<file path="src/rtl/sram_rd_pkg.sv">
// Shared types and constants for the SRAM readback engine.
package sram_rd_pkg;

    localparam int DEFAULT_ADDRESS_WIDTH = 13;
    localparam int DEFAULT_DATA_WIDTH    = 32;
    localparam int DEFAULT_RD_LATENCY    = 2;

    // Legal range of the SRAM read latency; the latency counter is sized for the maximum.
    localparam int RD_LATENCY_MIN  = 1;
    localparam int RD_LATENCY_MAX  = 7;
    localparam int LAT_COUNT_WIDTH = 3;

    typedef enum logic [2:0] {
        IDLE = 3'd0,
        ADDR = 3'd1,
        WAIT = 3'd2,
        PUSH = 3'd3,
        DONE = 3'd4
    } rd_state_t;

endpackage

</file>
<file path="src/rtl/sram_rd_lat_counter.sv">
// Counts the cycles spent waiting for SRAM read data and flags the capture cycle.
module sram_rd_lat_counter
    import sram_rd_pkg::*;
#(
    parameter int RD_LATENCY = DEFAULT_RD_LATENCY
)(
    input  logic clk,
    input  logic rst_n,
    input  logic clear,
    input  logic enable,
    output logic terminal
);

    localparam logic [LAT_COUNT_WIDTH-1:0] TERMINAL_COUNT = LAT_COUNT_WIDTH'(RD_LATENCY - 1);

    logic [LAT_COUNT_WIDTH-1:0] count;

    // Count up while enabled and park on the terminal value until the next clear.
    always_ff @(posedge clk or negedge rst_n) begin
        if (!rst_n) begin
            count <= '0;
        end else if (clear) begin
            count <= '0;
        end else if (enable && !terminal) begin
            count <= count + 1'b1;
        end
    end

    assign terminal = (count == TERMINAL_COUNT);

endmodule

</file>
<file path="src/rtl/sram_readback_ctrl.sv">
// Boot image readback engine: streams a block of SRAM words into a downstream FIFO,
// sharing the SRAM port with the microprocessor via micro_control.
module sram_readback_ctrl
    import sram_rd_pkg::*;
#(
    parameter int ADDRESS_WIDTH = DEFAULT_ADDRESS_WIDTH,
    parameter int DATA_WIDTH    = DEFAULT_DATA_WIDTH,
    parameter int RD_LATENCY    = DEFAULT_RD_LATENCY
)(
    input  logic                     rdctl_mem_clk_i,
    input  logic                     rdctl_mem_rst_n_i,
    input  logic                     start_i,
    input  logic [ADDRESS_WIDTH-1:0] base_addr_i,
    input  logic [ADDRESS_WIDTH:0]   word_count_i,
    input  logic                     micro_control,
    input  logic [ADDRESS_WIDTH-1:0] micro_sram_address_i,
    input  logic                     micro_sram_cs_i,
    input  logic                     micro_sram_we_i,
    input  logic [DATA_WIDTH-1:0]    sram_dataout_i,
    output logic [ADDRESS_WIDTH-1:0] sram_address_o,
    output logic                     sram_cs_o,
    output logic                     sram_we_o,
    input  logic                     fifo_full_i,
    output logic                     fifo_write_o,
    output logic [DATA_WIDTH-1:0]    fifo_dataout_o,
    output logic                     busy_o,
    output logic                     done_o,
    output logic                     abort_o
);

    localparam logic [ADDRESS_WIDTH:0] LAST_WORD = (ADDRESS_WIDTH+1)'(1);

    rd_state_t                state;
    rd_state_t                state_next;
    logic [ADDRESS_WIDTH-1:0] addr;
    logic [ADDRESS_WIDTH:0]   remaining;
    logic [DATA_WIDTH-1:0]    hold_data;
    logic                     abort_flag;

    logic launch;
    logic push;
    logic capture;
    logic kill;
    logic int_cs;
    logic lat_clear;
    logic lat_enable;
    logic lat_terminal;

    sram_rd_lat_counter #(
        .RD_LATENCY (RD_LATENCY)
    ) u_lat_counter (
        .clk      (rdctl_mem_clk_i),
        .rst_n    (rdctl_mem_rst_n_i),
        .clear    (lat_clear),
        .enable   (lat_enable),
        .terminal (lat_terminal)
    );

    // State register.
    always_ff @(posedge rdctl_mem_clk_i or negedge rdctl_mem_rst_n_i) begin
        if (!rdctl_mem_rst_n_i) begin
            state <= IDLE;
        end else begin
            state <= state_next;
        end
    end

    // Next-state and strobe decode; the micro grabbing the port kills any transfer at once.
    always_comb begin
        state_next   = state;
        launch       = 1'b0;
        push         = 1'b0;
        capture      = 1'b0;
        kill         = 1'b0;
        int_cs       = 1'b1;
        lat_clear    = 1'b0;
        lat_enable   = 1'b0;
        fifo_write_o = 1'b0;
        done_o       = 1'b0;

        if (state != IDLE && micro_control) begin
            kill       = 1'b1;
            state_next = IDLE;
        end else begin
            case (state)
                IDLE: begin
                    if (start_i && !micro_control) begin
                        launch     = 1'b1;
                        state_next = (word_count_i == '0) ? DONE : ADDR;
                    end
                end
                ADDR: begin
                    int_cs     = 1'b0;
                    lat_clear  = 1'b1;
                    state_next = WAIT;
                end
                WAIT: begin
                    int_cs     = 1'b0;
                    lat_enable = 1'b1;
                    if (lat_terminal) begin
                        capture    = 1'b1;
                        state_next = PUSH;
                    end
                end
                PUSH: begin
                    if (!fifo_full_i) begin
                        push         = 1'b1;
                        fifo_write_o = 1'b1;
                        state_next   = (remaining == LAST_WORD) ? DONE : ADDR;
                    end
                end
                DONE: begin
                    done_o     = 1'b1;
                    state_next = IDLE;
                end
                default: begin
                    state_next = IDLE;
                end
            endcase
        end
    end

    // Address/remaining counters, read-data holding register and the abort pulse.
    always_ff @(posedge rdctl_mem_clk_i or negedge rdctl_mem_rst_n_i) begin
        if (!rdctl_mem_rst_n_i) begin
            addr       <= '0;
            remaining  <= '0;
            hold_data  <= '0;
            abort_flag <= 1'b0;
        end else begin
            abort_flag <= kill;
            if (launch) begin
                addr      <= base_addr_i;
                remaining <= word_count_i;
            end else if (push) begin
                addr      <= addr + 1'b1;
                remaining <= remaining - 1'b1;
            end
            if (capture) begin
                hold_data <= sram_dataout_i;
            end
        end
    end

    assign busy_o         = (state != IDLE);
    assign abort_o        = abort_flag;
    assign fifo_dataout_o = hold_data;

    assign sram_address_o = micro_control ? micro_sram_address_i : addr;
    assign sram_cs_o      = micro_control ? micro_sram_cs_i      : int_cs;
    assign sram_we_o      = micro_control ? micro_sram_we_i      : 1'b1;

endmodule
</file>
<file path="config.mk">
export PLATFORM = sky130hd
export DESIGN_NAME = sram_readback_ctrl
export DESIGN_NICKNAME = d
export VERILOG_FILES = /design/src/rtl/sram_rd_pkg.sv /design/src/rtl/sram_rd_lat_counter.sv /design/src/rtl/sram_readback_ctrl.sv
export SDC_FILE = /design/constraint.sdc
export NUM_CORES = 1
export LEC_CHECK = 0
export BUFFER_PORTS_ARGS = -buffer_cell sky130_fd_sc_hd__buf_2
export CAP_MARGIN = 20
export CORE_MARGIN = 1.5
export CORE_UTILIZATION = 45
export CTS_BUF_LIST = sky130_fd_sc_hd__clkbuf_16
export DETAILED_ROUTE_END_ITERATION = 10
export PLACE_DENSITY = 0.71
export SLEW_MARGIN = 10
export SYNTH_ARGS = -nofsm -noshare
export SYNTH_HDL_FRONTEND = slang
export SYNTH_HIERARCHICAL = 1
export SYNTH_SLANG_ARGS = --single-unit
</file>
<file path="constraint.sdc">
create_clock -name rdctl_mem_clk_i -period 4.25 [get_ports rdctl_mem_clk_i]
set_input_delay 0.2125 -clock rdctl_mem_clk_i [delete_from_list [all_inputs] [get_ports rdctl_mem_clk_i]]
set_output_delay 0.2125 -clock rdctl_mem_clk_i [all_outputs]
set_load 0.01 [all_outputs]
</file>
==> results.md, run 1 <==
- Status: complete, no violations
- Top-count cell post-synth: dfrtp_1
- Top cell type's share of synthesized area: 48.3%
- CTS clk-pin slew, worst paths: 0.06 ns
- Post-synthesis cell count: 312
- Clock Skews: 0.00570 ns
- Maxcap violations: 0
- Max clock buf depth: 2
- Cells after DPL: 527
- Final hold violation count: 0
- Worst endpoint required time: 4.04 ns
- Synth top cells by count: dfrtp_1, mux2_2, nand2_1
- Area grow syn2layout: 29.9%
- Top cell type by total area after synthesis: dfrtp_1
- Multi-input logic area: 1640 µm²
- Initial Util: 46.9%
- CP Capture Type: primary output
- Post-CTS setup repair buffer count: 0
- HP Class: in2reg
- Min-Delay Path Depth: 2
- Sw Share: 34.0%
- Final setup violation count: 0
- Power Internal: 1.74 mW
- R2r setup slk: 2.11 ns
- Antenna diodes: 0
- Sequential share of power: 41.3%
- # port buffers: 129
- Sequential-to-total area share from yosys stat: 48.3%
- Syn. warnings: 6
- Tcrit/Tclk final: 51.6%
- Fillers: 641
- Die height: 90.2 µm
- Gpl congestion: 0.907
- Worst setup path class: reg2out
- Fin Setup TNS: 0 ns
- Die Wd: 90.2 µm
- P_leak: 2.18 nW
- CP Launch Type: flop
- Routed len/inst: 15.5 µm
- Routed Antenna Nets: 0
- Initial antenna violation count: 0
- Layout cells sized above 1: 45.6%
- Largest cells by area after synthesis: dfrtp_1, mux2_2, nand2_1, nor2_1, mux2_1
- Detailed placement HPWL: 6.28 mm
- Vias per cell: 5.28
- Critical path arrival: 1.98 ns
- Largest net degree at the start of global routing: 37
- Grt ovf: 0
- Nets: 524
- Worst Setup SP: state[2]$_DFFE_PN0P_
- Finished Layout Cells: 544
- Post-CTS sizing: 0
- CTS Root Cell: clkbuf_16
- Overall Global Routing Usage: 21.5%
- Post-CTS Hold Buffers: 1
- Met2 Track Usage GR: 34.3%
- Reg2reg start: state[2]$_DFFE_PN0P_
- Routing usage on met3: 6.26%
- Worst-Margin Slew: 0.775 ns
- Max rail drop VDD: 297 µV
- Reg2reg end: fifo_dataout_o[21]$_DFFE_PN0P_
- Crit Path Max Fanout: 25
- CTS tree: yes
- Clk pwr share: 27.6%
- Clk_lat worst skew: 0.33 ns
- Comb power frac: 31.1%
- First DRT Iteration DRCs: 143
- Psw: 0.894 mW
- Pwr dens: 593 nW/µm²
- DR vias: 2871
- Routed WL: 8.45 mm
- Rows: 31
- Fmax: 456 MHz
- Io pins: 130
- R2R cell count: 6
- Post-synthesis register bit count: 66
- Final slew viol count: 0
- Synthesized Nets: 396
- CTS Sinks: 66
- Core area: 7290 µm²
- Design Power: 2.63 mW
- Slew margin rel.: 48.3%
- Synthesized area: 3420 µm²
- CP endpoint: fifo_write_o
- RSZ-0062 raised after global routing: no
- Syn Area/Cell: 11.0 µm²
- Drc violations: 0
- Yosys cell types: 54
- Post-layout min period: 2.19 ns
- EDFF count, synth: 0
- Async SR Flop Fraction: 100%
- Vias in the first global route: 2737
- Drt pass-1 iters: 4
- GR met1 Demand/Resource: 28.0%
- Dominant synthesized flop cell: dfrtp_1
- H-tree depth: 3
- FF/Latch Area: 1650 µm²
- Gr busiest metal: met2
- CTS Buf Count: 9
- Die Area: 8130 µm²
- First-pass GRT wire length: 13.7 mm
-- how the worst min path moves through the flow --
| stage | from | endpoint | slack [ns] |
|---|---|---|---|
| finish | sram_dataout_i[20] | fifo_dataout_o[20]$_DFFE_PN0P_ | 0.10 |
| detailed placement | rdctl_mem_rst_n_i | fifo_dataout_o[19]$_DFFE_PN0P_ | 0.33 |
| global placement | rdctl_mem_rst_n_i | fifo_dataout_o[19]$_DFFE_PN0P_ | 0.34 |
| global route | sram_dataout_i[20] | fifo_dataout_o[20]$_DFFE_PN0P_ | 0.09 |
| floorplan | rdctl_mem_rst_n_i | abort_o$_DFF_PN0_ | -0.08 |
| CTS | sram_dataout_i[20] | fifo_dataout_o[20]$_DFFE_PN0P_ | 0.1 |
-- flip-flops by register name, summed over array words and instances (netlist names) --
name / flops
abort_o: 1
addr: 13
fifo_dataout_o: 32
remaining: 14
state: 3
u_lat_counter/count: 3
-- final cells by class --
class | instances | share of cell area (%)
well taps | 99 | 2.79
multi-input cells | 222 | 36.9
flip-flops and latches | 66 | 37.2
inverters | 7 | 0.620
clock inverters | 7 | 1.55
clock buffers | 9 | 5.07
repair buffers | 134 | 15.9
-- power groups by stage --
stage / Combinational, mW / Clock (mW) / Sequential, mW
after global placement: 0.797 / 0 / 1.08
after CTS: 0.830 / 0.740 / 1.09
after global routing: 0.900 / 0.777 / 1.12
after detailed placement: 0.826 / 0 / 1.10
after floorplan: 0.481 / 0 / 1.10
final: 0.819 / 0.725 / 1.09
-- cells in the final DEF (no fill, tap or decap), types with 3 or more instances in the layout --
cell,count
buf_2,129
dfrtp_1,66
mux2_2,39
nand2_1,30
nor2_1,24
o21ai_1,13
clkbuf_16,9
nand3_1,8
nor4_1,8
inv_1,6
o21ai_0,6
a21oi_1,6
mux2_1,6
nor3_1,5
a31oi_1,5
ha_1,5
or3_1,4
and3_1,4
xnor2_1,4
a221o_1,4
clkinv_2,3
nand4_1,3
xor2_1,3
nor2_2,3
a211oi_1,3
buf_4,3
-- worst max-delay path: stages, from the launching register on --
cell and delay [ns]:
dfrtp_1 0.38, or2_1 0.28, or3_1 0.36, buf_4 0.24
clkinv_2 0.21, buf_2 0.17
-- layer usage --
| layer | wire length [µm] | vias to the layer above | share of wire [%] |
|---|---|---|---|
| li1 | - | 1399 | - |
| met1 | 3600 | 1347 | 43 |
| met2 | 4140 | 117 | 49 |
| met3 | 623 | 8 | 7.4 |
| met4 | 85 | 0 | 1.0 |
| met5 | 0 | - | 0 |
-- through the flow --
| stage | util [%] | hold WS [ns] | setup slack, ns | instance area [µm²] |
|---|---|---|---|---|
| after CTS | 60.9 | 0.0961 | 2.04 | 4440 |
| after global routing | 60.9 | 0.0890 | 1.92 | 4440 |
| final | 60.9 | 0.103 | 2.06 | 4440 |
| after global placement | 56.3 | 0.337 | 1.77 | 4110 |
| after detailed placement | 56.7 | 0.331 | 1.99 | 4140 |
| after floorplan | - | -0.0831 | 2.38 | 3420 |
-- cells by family after synthesis --
group | synth area share, %
DFF | 48.3
adders and majority gates | 1.83
xor gates and xnor gates | 1.79
buffers and inverters | 3.77
and+or+nand+nor | 18.3
AOI/OAI and AO/OA | 9.66
muxes | 16.3
Note: power is estimated with default switching activity, not from simulation.
==> run 2, diff against run 1 <==
Settings changed: CORE_UTILIZATION 45 to 44, PLACE_DENSITY 0.71 to 0.73.
Clock period 4.25 ns to 1.9 ns, I/O delays scaled along.
==> run 2 against run 1 <==
  * Final area grew 7.4%
  * Sequential cell count did not move
  * Highest routed layer unchanged
  * Core utilization grew 3.8 points
  * Critical path depth rose by 2
  * Register-to-register slack lost 2.1 ns
  * Die area rose by 2.2%
  * Clock skew shrank 0.0013 ns
  * Non-clock buffer count up 36
  * Largest cell class is now multi-input combinational cells
  * Via count grew 8.3%
  * Sequential power rose by 120%
  * Power rose by 130%
==> results.md, run 2 (synthesis gave the netlist of run 1 again) <==
- Status: complete, no violations
- Max rail drop VDD: 634 µV
- Die height: 91.1 µm
- Cells after DPL: 543
- CP Capture Type: flop
- Io pins: 130
- Slowest stage delay, CP: 0.45 ns
- CP max-delay cell: or4b_4
- Die Area: 8310 µm²
- Area grow syn2layout: 39.5%
- Tcrit/Tclk final: 98.1%
- Routed Antenna Nets: 0
- CTS Root Cell: clkbuf_16
- Initial antenna violation count: 0
- Worst setup margin: 0.0360 ns
- Final core occ: 64.7%
- Die Wd: 91.1 µm
- GR met1 Demand/Resource: 28.9%
- Vias in the first global route: 2986
- DR vias: 3109
- First DRT Iteration DRCs: 147
- Met2 Track Usage GR: 37.1%
- Largest net degree at the start of global routing: 33
- Detailed placement HPWL: 6.65 mm
- Gr busiest metal: met2
- Design Power: 5.97 mW
- Critical path arrival: 2.07 ns
- Initial Util: 46.4%
- R2r setup slk: 0.04 ns
- Crit Path Max Fanout: 3
- Slew margin rel.: 63.3%
- CTS clk-pin slew, worst paths: 0.05 ns
- Routed len/inst: 15.9 µm
- Final slew viol count: 0
- Routing usage on met3: 4.02%
- Worst path cell trace: inv_2 -> ha_4 -> or4b_4 -> nand2b_4 -> nor4_4 -> o21ai_1 -> a221o_1
- CTS Sinks: 66
- Max clock buf depth: 2
- Clock Skews: 0.00443 ns
- Rows: 31
- Clk_lat worst skew: 0.32 ns
- RSZ-0062 raised after global routing: yes
- Gpl congestion: 0.901
- Setup WS pre-CTS: -0.0226 ns
- Finished Layout Cells: 580
- Fin Setup TNS: 0 ns
- Post-layout min period: 1.86 ns
- CP delay by family, top: simple AND/OR/NAND/NOR gates
- Fmax: 536 MHz
- CTS Buf Count: 9
- # port buffers: 129
- HP Class: in2reg
- H-tree depth: 3
- Drt pass-1 iters: 4
- Final hold violation count: 0
- Worst-Margin Slew: 0.550 ns
- P_leak: 2.33 nW
- Pwr dens: 1250 nW/µm²
- Nets: 560
- CTS tree: yes
- Drc violations: 0
- Antenna diodes: 0
- Maxcap violations: 0
- Routed WL: 9.25 mm
- Layout cells sized above 1: 47.4%
- Worst endpoint required time: 2.10 ns
- CP Launch Type: flop
- Core area: 7370 µm²
- Most frequent cells in the layout: buf_2, dfrtp_1, mux2_2
- Vias per cell: 5.36
- Overall Global Routing Usage: 22.3%
- Grt ovf: 0
- Largest register FFs: 32
- Final setup violation count: 0
- Most common cell after layout, fill and taps aside: buf_2
- First-pass GRT wire length: 14.4 mm
- Worst setup path class: reg2reg
- CP bufs+invs: 1
run 2: cell types whose count changed in the layout (fill, tap and decap cells not counted), sizes merged:
cell and change:
clkinvlp +1, dlygate4sd3 +16, buf +20, bufinv -1
run 2: what timing repair did:
| item | 4_1_cts | 5_1_grt |
|---|---|---|
| endpoints found under the hold margin | 38 | 0 |
| setup buffers | 0 | 4 |
| pin swaps | 0 | 1 |
| hold buffers | 17 | 0 |
| endpoints found under the setup margin | 3 | 4 |
| resized for setup | 4 | 8 |
run 2: path summary, 6_finish.rpt:
path / startpoint / end / cells after the start
worst max-delay path: remaining[0]$_DFFE_PN0P_ / remaining[12]$_DFFE_PN0P_ / 7
worst min-delay path: sram_dataout_i[2] / fifo_dataout_o[2]$_DFFE_PN0P_ / 2
worst max register to register: remaining[0]$_DFFE_PN0P_ / remaining[12]$_DFFE_PN0P_ / 7
worst min register to register: fifo_dataout_o[20]$_DFFE_PN0P_ / fifo_dataout_o[20]$_DFFE_PN0P_ / 1
max in group asynchronous: rdctl_mem_rst_n_i / fifo_dataout_o[5]$_DFFE_PN0P_ / 3
min in group asynchronous: rdctl_mem_rst_n_i / fifo_dataout_o[19]$_DFFE_PN0P_ / 2
run 2: worst register-to-register path: stages (launching register included):
cell and delay [ns]:
dfrtp_1 0.39, inv_2 0.09, ha_4 0.13, or4b_4 0.45, nand2b_4 0.17, nor4_4 0.14
o21ai_1 0.08, a221o_1 0.30
run 2: cell type report:
type / count / area [µm²]
flip-flops and latches: 66 / 1650
repair buffers: 170 / 1010
inverters: 7 / 31.3
fillers: 590 / 2600
clock inverters: 7 / 37.5
well taps: 99 / 124
clock buffers: 9 / 225
multi-input cells: 222 / 1690
run 2: per-stage QoR:
stage          area, µm²  hold WS [ns]
6_report            4770       0.00939
3_5_place_dp        4250         0.108
5_1_grt             4770       0.00803
4_1_cts             4700       0.00129
3_3_place_gp        4250        0.0961
2_1_floorplan       3420        -0.201
run 2: layer usage:
layer	vias to the layer above	wire, µm
li1	1478	-
met1	1476	4040
met2	142	4490
met3	13	599
met4	0	125
met5	-	0
run 2: power breakdown:
| group | switching (mW) | internal, mW | leakage [nW] | total (mW) |
|---|---|---|---|---|
| Sequential | 0.473 | 1.94 | 0.834 | 2.41 |
| Combinational | 1.02 | 1.09 | 1.37 | 2.11 |
| Clock | 0.581 | 0.864 | 0.130 | 1.45 |
==> run 3, diff against run 2 <==
Settings changed: REMOVE_ABC_BUFFERS set to 1.
==> run 3 against run 2 <==
  * Clock skew grew 0.0010 ns
  * Core utilization grew 1.7 points
  * Combinational power is essentially flat
  * Via count shrank 1.2%
==> results.md, run 3 (synthesis gave the netlist of run 1 again) <==
- Met3 WL: 604 µm
- Io pins: 130
- Slew margin rel.: 61.1%
- Maxcap violations: 0
- Placed cell areas: 4290 µm²
- Psw: 2.01 mW
- Worst path cell trace: inv_2 -> ha_4 -> or4b_4 -> nand2b_4 -> nor4_4 -> o21ai_1 -> a221o_1
- Largest net degree at the start of global routing: 33
- P_leak: 2.40 nW
- Fillers: 578
- Initial Util: 46.4%
- Tcrit/Tclk final: 99.9%
- CTS Root Cell: clkbuf_16
- R2r setup slk: 0.002 ns
- Clk pwr share: 27.5%
- Max rail drop VDD: 598 µV
- CTS Buf Count: 9
- Sequential share of power: 38.0%
- Overall Global Routing Usage: 21.5%
- WL met2: 3.97 mm
- Critical path arrival: 2.10 ns
- Final hold violation count: 0
- Layout cells sized above 1: 46.7%
- Multi-input logic area: 1680 µm²
- HP Class: in2reg
- Sw Share: 32.5%
- Crit Path Max Fanout: 3
- Die height: 91.1 µm
- Finished Layout Cells: 589
- Worst setup margin: 0.00154 ns
- CTS clk-pin slew, worst paths: 0.05 ns
- Final slew viol count: 0
- DRT met1 WL: 3.86 mm
- First-pass GRT wire length: 14.2 mm
- Die Wd: 91.1 µm
- FF/Latch Area: 1650 µm²
- Nets: 569
- R2R cell count: 7
- Worst endpoint required time: 2.10 ns
- RSZ-0062 raised after global routing: yes
- CP endpoint: remaining[12]$_DFFE_PN0P_
- CP Capture Type: flop
- Most common cell after layout, fill and taps aside: buf_2
- Comb power frac: 34.5%
- Vias per cell: 5.21
- Clock Skews: 0.00543 ns
- Pwr dens: 1260 nW/µm²
- Routed Antenna Nets: 0
- Die Area: 8310 µm²
- Detailed placement HPWL: 6.28 mm
- Reg2reg end: remaining[12]$_DFFE_PN0P_
- Reg2reg start: remaining[1]$_DFFE_PN0P_
- # port buffers: 129
- Slowest stage delay, CP: 0.47 ns
- Fin Setup TNS: 0 ns
- Drc violations: 0
- Initial antenna violation count: 0
- Routed WL: 8.55 mm
- Vias in the first global route: 2923
- Final core occ: 66.5%
- Top layer used by detailed routing: met4
- Grt ovf: 0
- Gpl congestion: 0.874
- Routed len/inst: 14.5 µm
- CP max-delay cell: or4b_4
- Clk_lat worst skew: 0.32 ns
- Cells after DPL: 548
- CTS Sinks: 66
- Design Power: 6.19 mW
- Hold_ws: 0.0110 ns
- Post-layout min period: 1.90 ns
- Worst Setup SP: remaining[1]$_DFFE_PN0P_
- Final instance area: 4900 µm²
- Status: complete, no violations
- Power Internal: 4.18 mW
- Max clock buf depth: 2
- First DRT Iteration DRCs: 84
- Worst setup path class: reg2reg
- Setup WS pre-CTS: -0.0286 ns
- Largest register FFs: 32
- Fmax: 527 MHz
- CTS tree: yes
- Worst-Margin Slew: 0.583 ns
- Area grow syn2layout: 43.3%
- Antenna diodes: 0
- Most frequent cells in the layout: buf_2, dfrtp_1, mux2_2
- Core area: 7370 µm²
- H-tree depth: 3
- Drt pass-1 iters: 4
- Final setup violation count: 0
- Rows: 31
- DR vias: 3071
- CP Launch Type: flop
[run 3: layout make-up]
class,count,share of cell area (%)
clock buffers,9,4.60
repair buffers,179,22.4
inverters,7,0.639
multi-input cells,222,34.4
clock inverters,7,1.74
flip-flops and latches,66,33.7
well taps,99,2.53
[run 3: how the worst min path moves through the flow]
stage / depth (start not counted) / startpoint / to
after CTS: 2 / sram_dataout_i[25] / fifo_dataout_o[25]$_DFFE_PN0P_
after global routing: 2 / sram_dataout_i[0] / fifo_dataout_o[0]$_DFFE_PN0P_
after detailed placement: 1 / rdctl_mem_rst_n_i / fifo_dataout_o[19]$_DFFE_PN0P_
after floorplan: 0 / rdctl_mem_rst_n_i / abort_o$_DFF_PN0_
after global placement: 1 / rdctl_mem_rst_n_i / fifo_dataout_o[21]$_DFFE_PN0P_
final: 2 / sram_dataout_i[28] / fifo_dataout_o[28]$_DFFE_PN0P_
[run 3: layer usage]
metal	track usage [%]	vias up
met1	29.1	1420
met4	7.16	0
met5	0	-
met2	34.3	152
met3	4.61	12
li1	-	1487
[run 3: critical path: cells and delay by family, from the launching register on]
kind | cells | cell delay, ns
AO/OA/AOI/OAI | 2 | 0.38
adder cells (fa/ha/maj) | 1 | 0.12
buffers and inverters | 1 | 0.09
AND/OR/NAND/NOR | 3 | 0.78
flip-flops | 1 | 0.40
[run 3: power by group through the flow]
stage	registers, mW	clock network, mW	logic, mW
2_1_floorplan	2.49	0	1.02
3_3_place_gp	2.33	0	1.99
3_5_place_dp	2.36	0	2.05
4_1_cts	2.35	1.74	2.13
5_1_grt	2.43	1.81	2.34
6_report	2.35	1.70	2.13
[run 3: repair_timing]
action,4_1_cts,5_1_grt
pin swaps,0,0
hold buffers,21,3
endpoints found under the setup margin,2,16
hold endpoints to repair,44,3
gates resized for setup,5,7
setup buffers,1,0
